### config.mk
export PLATFORM = sky130hd
export DESIGN_NAME = fifo_wr_ptr
export DESIGN_NICKNAME = d
export VERILOG_FILES = /design/src/rtl/fifo_wr_ptr.sv
export SDC_FILE = /design/constraint.sdc
export NUM_CORES = 1
export LEC_CHECK = 0
export CAP_MARGIN = 20
export CORE_MARGIN = 3
export CORE_UTILIZATION = 43
export DETAILED_ROUTE_END_ITERATION = 10
export MAX_ROUTING_LAYER = met4
export PLACE_DENSITY = 0.72
export SYNTH_ARGS = -nofsm -noshare
export SYNTH_HDL_FRONTEND = slang
export SYNTH_SLANG_ARGS = --single-unit
### constraint.sdc
create_clock -name clk -period 3.4 [get_ports clk]
set_input_delay 0.85 -clock clk [delete_from_list [all_inputs] [get_ports clk]]
set_output_delay 0.85 -clock clk [all_outputs]
set_load 0.05 [all_outputs]
### src/rtl/fifo_wr_ptr.sv
// Write-domain pointer/flag controller for the dual-clock FIFO: binary address,
// Gray pointer to the read side, full/almost-full/level/overflow status.
module fifo_wr_ptr #(
  parameter int ADDR_WIDTH       = 4,
  parameter int ALMOST_FULL_DIFF = 2,
  parameter int SYNC_STAGES      = 2
) (
  input  logic                  clk,
  input  logic                  reset,
  input  logic                  write,
  output logic                  wr_en,
  output logic [ADDR_WIDTH-1:0] wr_addr,
  output logic [ADDR_WIDTH:0]   wr_ptr,
  input  logic [ADDR_WIDTH:0]   rd_ptr,
  output logic                  full,
  output logic                  almost_full,
  output logic [ADDR_WIDTH:0]   level,
  output logic                  overflow
);

  localparam int PW    = ADDR_WIDTH + 1;
  localparam int DEPTH = 1 << ADDR_WIDTH;
  localparam logic [ADDR_WIDTH:0] AF_LEVEL = PW'(DEPTH - ALMOST_FULL_DIFF);

  logic [ADDR_WIDTH:0] sync_reg [SYNC_STAGES];
  logic [ADDR_WIDTH:0] rq;
  logic [ADDR_WIDTH:0] rq_bin;
  logic [ADDR_WIDTH:0] wr_ptr_bin_reg;
  logic [ADDR_WIDTH:0] wr_ptr_bin_next;
  logic [ADDR_WIDTH:0] gray_next;
  logic [ADDR_WIDTH:0] full_pattern;
  logic [ADDR_WIDTH:0] diff_next;
  logic                full_next;
  logic                almost_full_next;

  always_ff @(posedge clk) begin
    if (reset) begin
      for (int i = 0; i < SYNC_STAGES; i++) sync_reg[i] <= '0;
    end else begin
      sync_reg[0] <= rd_ptr;
      for (int i = 1; i < SYNC_STAGES; i++) sync_reg[i] <= sync_reg[i-1];
    end
  end

  assign rq = sync_reg[SYNC_STAGES-1];

  // Each binary bit is the XOR of all Gray bits at or above it.
  generate
    for (genvar gi = 0; gi <= ADDR_WIDTH; gi++) begin : g_rq_bin
      assign rq_bin[gi] = ^rq[ADDR_WIDTH:gi];
    end
  endgenerate

  // Reset gates the strobe so no memory write lands while state is clearing.
  assign wr_en           = write & ~full & ~reset;
  assign wr_ptr_bin_next = wr_ptr_bin_reg + PW'(wr_en);
  assign gray_next       = (wr_ptr_bin_next >> 1) ^ wr_ptr_bin_next;
  assign full_pattern    = {~rq[ADDR_WIDTH:ADDR_WIDTH-1], rq[ADDR_WIDTH-2:0]};
  assign full_next       = (gray_next == full_pattern);
  assign diff_next       = wr_ptr_bin_next - rq_bin;
  assign almost_full_next = (diff_next >= AF_LEVEL);
  assign wr_addr         = wr_ptr_bin_reg[ADDR_WIDTH-1:0];

  always_ff @(posedge clk) begin
    if (reset) begin
      wr_ptr_bin_reg <= '0;
      wr_ptr         <= '0;
      full           <= 1'b0;
      almost_full    <= 1'b0;
      level          <= '0;
      overflow       <= 1'b0;
    end else begin
      wr_ptr_bin_reg <= wr_ptr_bin_next;
      wr_ptr         <= gray_next;
      full           <= full_next;
      almost_full    <= almost_full_next;
      level          <= diff_next;
      if (write && full) overflow <= 1'b1;
    end
  end

endmodule
==> run metrics <==
period utilization=87.1%; Resize count post-CTS=0; H-tree Lvls=1; fmax=338 MHz; Setup Fix Bufs, Post-CTS=0; Leakage=0.609 nW; asr flop ratio synth=0%; Post-DP Area=1490 µm²; HP Start=sync_reg[0][0]$_SDFF_PP0_; nets@finish=150; FF+latch count, synth=27; CTS clk-pin slew, worst paths=140 ps; top cells by count, synth=dfxtp_1, nor2_1, nor2b_1, xnor2_1, xor2_1; Total Neg Setup Slack=0 ps; sequential area share after synthesis=47.9%; die height=57.2 µm; layout cells sized above 1=13.4%; Routability Congestion=0.866; clock buffer count from CTS=3; WHS Endpoint=sync_reg[0][5]$_SDFF_PP0_; Root Buffer Master=clkbuf_4; critical path arrival=3170 ps; hpwl dp=1460 µm; row count=17; syn nets=120; Synth Area per Inst=10.7 µm²; first-pass GRT wire length=3070 µm; die area=3270 µm²; routed vias=780; Area Overhead vs Synth=34.5%; cell area after synthesis=1130 µm²; die width=57.2 µm; Reg2Reg Setup Slack=630 ps; Crit. End Element=flop; ant diodes=0; total global routing track utilization=12.7%; Max transition margin=66.2%; fin. max-slew vios=0; top area cells in the synthesized netlist=dfxtp_1, ha_1, xnor2_1, xor2_1, nor2b_1; WL per Instance=11.4 µm; post-route cell area=1520 µm²; Post-synth EDFFs=0; Hold Vio Cnt, Final=0; Worst Path Required=3610 ps; RSZ-0062 raised after global routing=no; worst min path class=reg2reg; Worst R2R Start=sync_reg[0][9]$_SDFF_PP0_; Syn Inst Count=105; core area=2340 µm²; TritonCTS clock tree=yes; Worst setup SP type=input pin; DRT Wirelength=1850 µm; Worst R2R End=almost_full$_SDFF_PP0_; Hold Buf Count CTS=0; TritonRoute pass-1 iters=4; pwr dens=457 nW/µm²; Max VDD drop=0.264 mV; post-route ant nets=0; Worst Tran Pin Value=505 ps; hold path depth=1; max reg flops=10; post-synth top area share=47.9%; count leader, synth=dfxtp_1; Yosys warnings=0; crit path max fanout=7; Synth cell types=26; top_reg_cell synth=dfxtp_1; # setup viols final=0; Setup CP Type=in2reg; fillcell total=202; R2R cell count=9; leading area contributor after synthesis=dfxtp_1; clock latency on the worst-skew pair=320 ps; IO Count=26; initial core utilization=48.2%; port buffer count=25; Remaining DRCs=0; final setup skew=1.16 ps; Via density=4.81; worst hold slack=454 ps; gr ovfl total=0; post-layout minimum cycle time=2960 ps; outcome=finished, final reports clean; largest net degree at the start of global routing=28; 1st-iter DRT viols=7; maximum clock insertion buffer count=2; Max Cap Viol=0; vias in the first global route=703; CTS sink count=27; initial antenna violation count=0
==> kinds of logic after synthesis <==
| group | share of synthesized area, % |
|---|---|
| simple gates | 17.0 |
| xor+xnor | 18.4 |
| compound gates | 4.66 |
| mux | 0.888 |
| fa+ha+maj | 8.43 |
| buf+inv | 2.66 |
| flops | 47.9 |
==> cell usage in the layout, fill, tap and decap left out, drive strengths merged, types with 4 or more instances in the layout <==
master / n
dfxtp: 27
buf: 4
nor2: 14
nor2b: 11
ha: 6
xnor2: 8
xor2: 10
inv: 5
clkdlybuf4s50: 24
==> how the worst max path moves through the flow <==
stage	start	end
floorplan	reset	almost_full$_SDFF_PP0_
global placement	reset	almost_full$_SDFF_PP0_
detailed placement	write	almost_full$_SDFF_PP0_
CTS	write	almost_full$_SDFF_PP0_
global route	write	almost_full$_SDFF_PP0_
finish	write	almost_full$_SDFF_PP0_
==> layout make-up <==
type | instances | area (µm²) | area share [%]
multi-input cells | 70 | 612 | 40.3
clock inverters | 1 | 5.00 | 0.330
inverters | 5 | 18.8 | 1.24
well taps | 28 | 35.0 | 2.31
flip-flops and latches | 27 | 541 | 35.6
repair buffers | 28 | 283 | 18.6
clock buffers | 3 | 22.5 | 1.49
==> power by group <==
group / internal [W] / leakage, nW / switching [W]
logic: 0.0000854 / 0.370 / 0.000124
registers: 0.000340 / 0.222 / 0.00000858
clock network: 0.0000441 / 0.0177 / 0.0000912
total: 0.000470 / 0.609 / 0.000223
==> layer usage <==
| metal | share of wire, % | global-route usage [%] | up-vias |
|---|---|---|---|
| li1 | - | - | 394 |
| met1 | 44 | 14.6 | 361 |
| met2 | 48 | 20.6 | 21 |
| met5 | 0 | - | - |
| met4 | 2.3 | 6.95 | 0 |
| met3 | 6.2 | 2.71 | 4 |
==> through the flow <==
| stage | setup WS, ps | total power [W] | cells | util [%] |
|---|---|---|---|---|
| after detailed placement | 92.9 | 0.000568 | 158 | 63.6 |
| after floorplan | 70.1 | 0.000505 | 105 | - |
| after global routing | 298 | 0.000733 | 162 | 64.8 |
| final | 440 | 0.000693 | 162 | 64.8 |
| after CTS | 438 | 0.000704 | 162 | 64.8 |
| after global placement | 119 | 0.000565 | 158 | 63.6 |
==> worst max-delay path: stages <==
cell and delay [ps]:
clkdlybuf4s50_1 490, nor3b_4 250, ha_4 190, ha_4 170, inv_1 80, fa_1 450
nand2b_1 160, o21ai_0 240, xnor2_1 180, o32ai_1 110
Note: power is estimated with default switching activity, not from simulation.
